===== src/rtl/if_stage_if.sv =====
// Fetch-stage bus: hazard/redirect inputs toward if_stage and the fetch PC,
// valid and flush outputs back to the pipeline. The slave modport is the
// if_stage view; the master modport is the surrounding pipeline/driver.
interface if_stage_if;
  logic        stall_if_i;
  logic        jump_decision_i;
  logic [31:0] jump_target_i;
  logic        branch_taken_ex_i;
  logic [31:0] branch_target_ex_i;
  logic [31:0] pc_if_o;
  logic        fetch_valid_o;
  logic        flush_id_o;
  logic        flush_ex_o;

  modport slave (
    input  stall_if_i,
    input  jump_decision_i,
    input  jump_target_i,
    input  branch_taken_ex_i,
    input  branch_target_ex_i,
    output pc_if_o,
    output fetch_valid_o,
    output flush_id_o,
    output flush_ex_o
  );

  modport master (
    output stall_if_i,
    output jump_decision_i,
    output jump_target_i,
    output branch_taken_ex_i,
    output branch_target_ex_i,
    input  pc_if_o,
    input  fetch_valid_o,
    input  flush_id_o,
    input  flush_ex_o
  );
endinterface


===== src/rtl/if_stage.sv =====
// Instruction-fetch stage: owns the fetch PC, picks the next PC from
// PC+4 / ID JAL redirect / EX branch-JALR redirect, holds under stall and
// defers a redirect that lands during a stall until the stall clears.
// Optional performance counters are built when IF_PERF_CNT_EN is defined.
module if_stage #(
  parameter logic [31:0] BOOT_ADDR  = 32'h0000_0000,
  parameter int unsigned RESET_WAIT = 2
) (
  input  logic         clk,
  input  logic         rst,
  if_stage_if.slave    bus
`ifdef IF_PERF_CNT_EN
  ,
  output logic [31:0]  fetch_cnt_o,
  output logic [31:0]  redirect_cnt_o
`endif
);

  typedef enum logic [1:0] {
    S_WAIT = 2'd0,
    S_RUN  = 2'd1,
    S_PEND = 2'd2
  } state_t;

  localparam logic [3:0] WAIT_LAST = 4'(RESET_WAIT - 1);

  state_t      state_q;
  logic [3:0]  wait_cnt_q;
  logic [31:0] pc_q;
  logic [31:0] pend_q;
  logic        fetch_valid_q;

  logic        ex_redir;
  logic        id_redir;
  logic        redir;
  logic [31:0] redir_target;

  // Redirect selection: EX wins over ID since its instruction is older; ID
  // jumps only count in RUN because ID was already flushed on entering PEND.
  always_comb begin
    ex_redir     = bus.branch_taken_ex_i && (state_q != S_WAIT);
    id_redir     = bus.jump_decision_i && (state_q == S_RUN);
    redir        = ex_redir || id_redir;
    redir_target = ex_redir ? {bus.branch_target_ex_i[31:2], 2'b00}
                            : {bus.jump_target_i[31:2], 2'b00};
  end

  // Flushes are combinational so wrong-path work is killed in the redirect cycle.
  always_comb begin
    bus.flush_ex_o = ex_redir;
    bus.flush_id_o = ex_redir || id_redir;
  end

  assign bus.pc_if_o       = pc_q;
  assign bus.fetch_valid_o = fetch_valid_q;

  // Fetch FSM: reset settle wait, running fetch, and deferred redirect.
  always_ff @(posedge clk or posedge rst) begin
    if (rst) begin
      state_q       <= S_WAIT;
      wait_cnt_q    <= '0;
      pc_q          <= BOOT_ADDR;
      pend_q        <= '0;
      fetch_valid_q <= 1'b0;
    end else begin
      case (state_q)
        S_WAIT: begin
          wait_cnt_q <= wait_cnt_q + 4'd1;
          if (wait_cnt_q == WAIT_LAST) begin
            state_q       <= S_RUN;
            fetch_valid_q <= 1'b1;
          end
        end
        S_RUN: begin
          if (redir) begin
            if (bus.stall_if_i) begin
              pend_q        <= redir_target;
              state_q       <= S_PEND;
              fetch_valid_q <= 1'b0;
            end else begin
              pc_q <= redir_target;
            end
          end else if (!bus.stall_if_i) begin
            pc_q <= pc_q + 32'd4;
          end
        end
        S_PEND: begin
          if (!bus.stall_if_i) begin
            // A same-cycle EX redirect supersedes the stored target.
            pc_q          <= ex_redir ? redir_target : pend_q;
            state_q       <= S_RUN;
            fetch_valid_q <= 1'b1;
          end else if (ex_redir) begin
            pend_q <= redir_target;
          end
        end
        default: begin
          state_q       <= S_WAIT;
          wait_cnt_q    <= '0;
          fetch_valid_q <= 1'b0;
        end
      endcase
    end
  end

`ifdef IF_PERF_CNT_EN
  logic [31:0] fetch_cnt_q;
  logic [31:0] redirect_cnt_q;

  // Performance counters: unstalled RUN fetches and accepted redirects.
  always_ff @(posedge clk or posedge rst) begin
    if (rst) begin
      fetch_cnt_q    <= '0;
      redirect_cnt_q <= '0;
    end else begin
      if ((state_q == S_RUN) && !bus.stall_if_i) begin
        fetch_cnt_q <= fetch_cnt_q + 32'd1;
      end
      if (redir) begin
        redirect_cnt_q <= redirect_cnt_q + 32'd1;
      end
    end
  end

  assign fetch_cnt_o    = fetch_cnt_q;
  assign redirect_cnt_o = redirect_cnt_q;
`endif

endmodule


===== src/flat_wrapper.sv =====
// flat-port wrapper written by rule: the top's interface ports become plain ports
module if_stage_flat 
#(
  parameter logic [31:0] BOOT_ADDR  = 32'h0000_0000,
  parameter int unsigned RESET_WAIT = 2
)
  (clk, rst, bus_stall_if_i, bus_jump_decision_i, bus_jump_target_i, bus_branch_taken_ex_i, bus_branch_target_ex_i, bus_pc_if_o, bus_fetch_valid_o, bus_flush_id_o, bus_flush_ex_o);
  if_stage_if bus_i ();
  input  logic clk;
  input  logic rst;
  input wire logic [$bits(bus_i.stall_if_i)-1:0] bus_stall_if_i;
  input wire logic [$bits(bus_i.jump_decision_i)-1:0] bus_jump_decision_i;
  input wire logic [$bits(bus_i.jump_target_i)-1:0] bus_jump_target_i;
  input wire logic [$bits(bus_i.branch_taken_ex_i)-1:0] bus_branch_taken_ex_i;
  input wire logic [$bits(bus_i.branch_target_ex_i)-1:0] bus_branch_target_ex_i;
  output wire logic [$bits(bus_i.pc_if_o)-1:0] bus_pc_if_o;
  output wire logic [$bits(bus_i.fetch_valid_o)-1:0] bus_fetch_valid_o;
  output wire logic [$bits(bus_i.flush_id_o)-1:0] bus_flush_id_o;
  output wire logic [$bits(bus_i.flush_ex_o)-1:0] bus_flush_ex_o;
  assign bus_i.stall_if_i = bus_stall_if_i;
  assign bus_i.jump_decision_i = bus_jump_decision_i;
  assign bus_i.jump_target_i = bus_jump_target_i;
  assign bus_i.branch_taken_ex_i = bus_branch_taken_ex_i;
  assign bus_i.branch_target_ex_i = bus_branch_target_ex_i;
  assign bus_pc_if_o = bus_i.pc_if_o;
  assign bus_fetch_valid_o = bus_i.fetch_valid_o;
  assign bus_flush_id_o = bus_i.flush_id_o;
  assign bus_flush_ex_o = bus_i.flush_ex_o;
  if_stage #(.BOOT_ADDR(BOOT_ADDR), .RESET_WAIT(RESET_WAIT)) u_core (.clk(clk), .rst(rst), .bus(bus_i));
endmodule

===== config.mk =====
export PLATFORM = sky130hd
export DESIGN_NAME = if_stage_flat
export DESIGN_NICKNAME = d
export VERILOG_FILES = /design/src/rtl/if_stage_if.sv /design/src/rtl/if_stage.sv /design/src/flat_wrapper.sv
export SDC_FILE = /design/constraint.sdc
export NUM_CORES = 1
export LEC_CHECK = 0
export BUFFER_PORTS_ARGS = -buffer_cell sky130_fd_sc_hd__buf_2
export CORE_ASPECT_RATIO = 1.1
export CORE_MARGIN = 5
export CORE_UTILIZATION = 45
export CTS_CLUSTER_SIZE = 30
export DETAILED_ROUTE_END_ITERATION = 6
export PLACE_DENSITY = 0.68
export SYNTH_ARGS = -nofsm -noshare
export SYNTH_HDL_FRONTEND = slang
export SYNTH_SLANG_ARGS = --single-unit

===== constraint.sdc =====
create_clock -name clk -period 3.5 [get_ports clk]
set_clock_uncertainty 0.2 [all_clocks]
set_input_delay 0.7 -clock clk [delete_from_list [all_inputs] [get_ports clk]]
set_output_delay 0.7 -clock clk [all_outputs]
set_load 0.03 [all_outputs]

==> metrics <==
max-slew violation total from the final report=0; top library cells by usage in the layout, fill and taps aside=99 x sky130_fd_sc_hd__buf_2, 77 x sky130_fd_sc_hd__nand2_1, 70 x sky130_fd_sc_hd__dfrtp_1; Initial Util=46.1%; Port-buffer cells=99; area delta synth->final=15.9%; Worst Max-Slew Pin Slew=0.985 ns; dominant cells by area after synthesis=sky130_fd_sc_hd__dfrtp_1 38%, sky130_fd_sc_hd__nand2_1 6.3%, sky130_fd_sc_hd__a2bb2oi_1 4.8%, sky130_fd_sc_hd__a21oi_1 4.7%, sky130_fd_sc_hd__o22ai_1 3.7%; synthesized-area fraction occupied by ao, oa, aoi and oai cells=33.3%; die area=12200 µm²; critical path class=flop to output pin; Req. time, crit path=2.60 ns; non-filler cells in the finished layout=727; half-perimeter wire length after placement=10.3 mm; count of different cell masters after synthesis=55; unrepaired setup endpoints after global routing=false; Placeable Area=9890 µm²; Worst-path clk slew=0.08 ns; share of synthesized cell area in full adder, half adder and majority cells=1.65%; share of Yosys cell area claimed by the top area cell type=38.4%; total iterations of the first detailed-routing run=5; Ant. Diodes=0; clock group share of total power=11.0%; register bit total from synthesis=70; GRT Overall Usage=25.7%; final hold viol count=0; largest fanout on the critical path=31; cell type with the largest total area after synthesis=sky130_fd_sc_hd__dfrtp_1; fin crit period=3.00 ns; number of levels the H-tree was split into=3; vias=4881; top-level I/O count=104; Synthesized Nets=599; Iter 0 DRT Violations=388; synthesized-area fraction occupied by and/or/nand/nor cells=17.9%; kind of end point of the critical path=output pin; Syn Inst Count=524; clock latency on the worst-skew pair=0.37 ns; max cap viols=0; share of the yosys chip area belonging to registers=38.4%; Routability Congestion=0.889; die span in y=116 µm; number of design rule violations left after detail routing=0; dominant register cell in the synthesized netlist=sky130_fd_sc_hd__dfrtp_1; total number of clock tree sinks=70; largest family of logic cells by synthesized area=compound AO/OA/AOI/OAI gates; Power Density=1070 nW/µm²; endpoint arrival time on the critical path=2.10 ns; leading cell type in the layout, fill and taps excluded=sky130_fd_sc_hd__buf_2; Post-CTS Setup Repair Bufs=0; number of cells upsized or downsized after cts=0; fin crit share=85.6%; highest attainable clock frequency=0.334 GHz; setup TNS after final layout=0 ns; die boundary width=106 µm; multiplexer share of the synthesized area=2.11%; total grt overflow=0; count of standard-cell rows=38; total net switching power=0.00287 W; mean area per synthesized cell=8.70 µm²; post-route antenna net violation count=0; layout cells sized above 1=24.5%; part of the power in registers=27.7%; Hold Buf Count CTS=0; clock tree from TritonCTS=done; relative slew slack=34.3%; proportion of power drawn by combinational gates=61.3%; count of synthesis-stage warnings from yosys=0; share of total power consumed by net switching=50.7%; number of antenna violations at the first check in global routing=0; average wire per standard cell=21.2 µm; xor-xnor portion of the synthesized cell area=0%; final number of setup-violating endpoints=0; Synth async-reset ratio=100%; vias per cell=6.71; global-route wire length before repair=24.9 mm; setup slack of the most critical reg-to-reg path=0.80 ns; type of origin of the critical path=flop; IR drop worst, VDD=0.475 mV; number of flops mapped to enable cells by yosys=0; kind of path behind the tightest hold check=input port to async pin; number of buffers created by CTS=9; cell-internal power=0.00279 W; leakage power of the design=2.31 nW; dpl cells=711; post-synthesis instance area=4560 µm²; post-layout utilization of the core=53.4%; outcome=completed; largest net degree at the start of global routing=69; Final Routed Wirelength=15.4 mm; root cell of the clock tree=sky130_fd_sc_hd__clkbuf_8; Bufs on Longest Clock Path=2; final layout net count=677; vias in the first global route=5047
power by group through the flow:
stage                     clock [W]  sequential, W  combinational, W
after floorplan                   0        0.00182           0.00224
after global routing       0.000669        0.00162           0.00379
after CTS                  0.000631        0.00155           0.00345
after global placement            0        0.00155           0.00335
final                      0.000625        0.00157           0.00347
after detailed placement          0        0.00156           0.00344
sequential cells by signal (all words and copies together) (netlist names):
signal / count
u_core.bus.pc_if_o: 32
u_core.pend_q: 32
u_core.wait_cnt_q: 4
u_core.state_q: 2
per-stage QoR:
stage / power [W] / instance area [µm²] / setup slack [ns] / hold WS [ns]
5_1_grt: 0.00607 / 5280 / 0.392 / 0.323
6_report: 0.00566 / 5280 / 0.503 / 0.291
4_1_cts: 0.00563 / 5280 / 0.497 / 0.294
3_5_place_dp: 0.00500 / 5100 / 0.820 / 0.276
3_3_place_gp: 0.00491 / 5100 / 0.838 / 0.270
2_1_floorplan: 0.00406 / 4560 / 0.832 / 0.254
metal layers:
metal  up-vias  GRT usage, %  share of wire, %  wire length, µm
li1       2173             -                 -                -
met1      2412          31.5                40             6120
met4         0          11.7               1.4              219
met2       274          43.0                48             7470
met5         -             0                 0                0
met3        22          6.35                10             1600
critical path: stages, from the launching register on:
cell and delay [ns]:
sky130_fd_sc_hd__dfrtp_1 0.37, sky130_fd_sc_hd__inv_1 0.08, sky130_fd_sc_hd__ha_1 0.28, sky130_fd_sc_hd__nand2b_2 0.26, sky130_fd_sc_hd__inv_4 0.08, sky130_fd_sc_hd__buf_4 0.37
sky130_fd_sc_hd__buf_2 0.28
cell usage after synthesis, types with 13 or more instances:
cell type                   number
sky130_fd_sc_hd__a21oi_1        43
sky130_fd_sc_hd__a2bb2oi_1      25
sky130_fd_sc_hd__a31oi_1        18
sky130_fd_sc_hd__buf_4          13
sky130_fd_sc_hd__clkbuf_1       18
sky130_fd_sc_hd__dfrtp_1        70
sky130_fd_sc_hd__nand2_1        77
sky130_fd_sc_hd__nand3_1        14
sky130_fd_sc_hd__nand4_1        14
sky130_fd_sc_hd__nor2_1         19
sky130_fd_sc_hd__o21ai_0        24
sky130_fd_sc_hd__o22ai_1        27
layout make-up:
| type | instances | area [µm²] |
|---|---|---|
| clock inverters | 3 | 18.8 |
| well taps | 120 | 150 |
| flip-flops and latches | 70 | 1750 |
| repair buffers | 116 | 661 |
| clock buffers | 13 | 159 |
| fillers | 942 | 4610 |
| inverters | 7 | 28.8 |
| multi-input cells | 398 | 2510 |
logic make-up after synthesis:
kind of cell,after synthesis
flip-flops,70
buffers and inverters,56
AND/OR/NAND/NOR,167
multiplexers,9
AO/OA/AOI/OAI,216
adder cells (fa/ha/maj),6
final timing paths:
check	start	to	depth (start not counted)
worst min register to register	u_core.bus.pc_if_o[0]	u_core.bus.pc_if_o[0]	1
worst max register to register	u_core.state_q[0]	u_core.bus.pc_if_o[18]	9
worst max-delay path	u_core.state_q[0]	bus_flush_ex_o	6
min in group clk	u_core.bus.pc_if_o[0]	u_core.bus.pc_if_o[0]	1
worst min-delay path	rst	u_core.pend_q[3]	2
max in group asynchronous	rst	u_core.wait_cnt_q[3]	3
No activity file was read; power rests on OpenSTA's default activity.
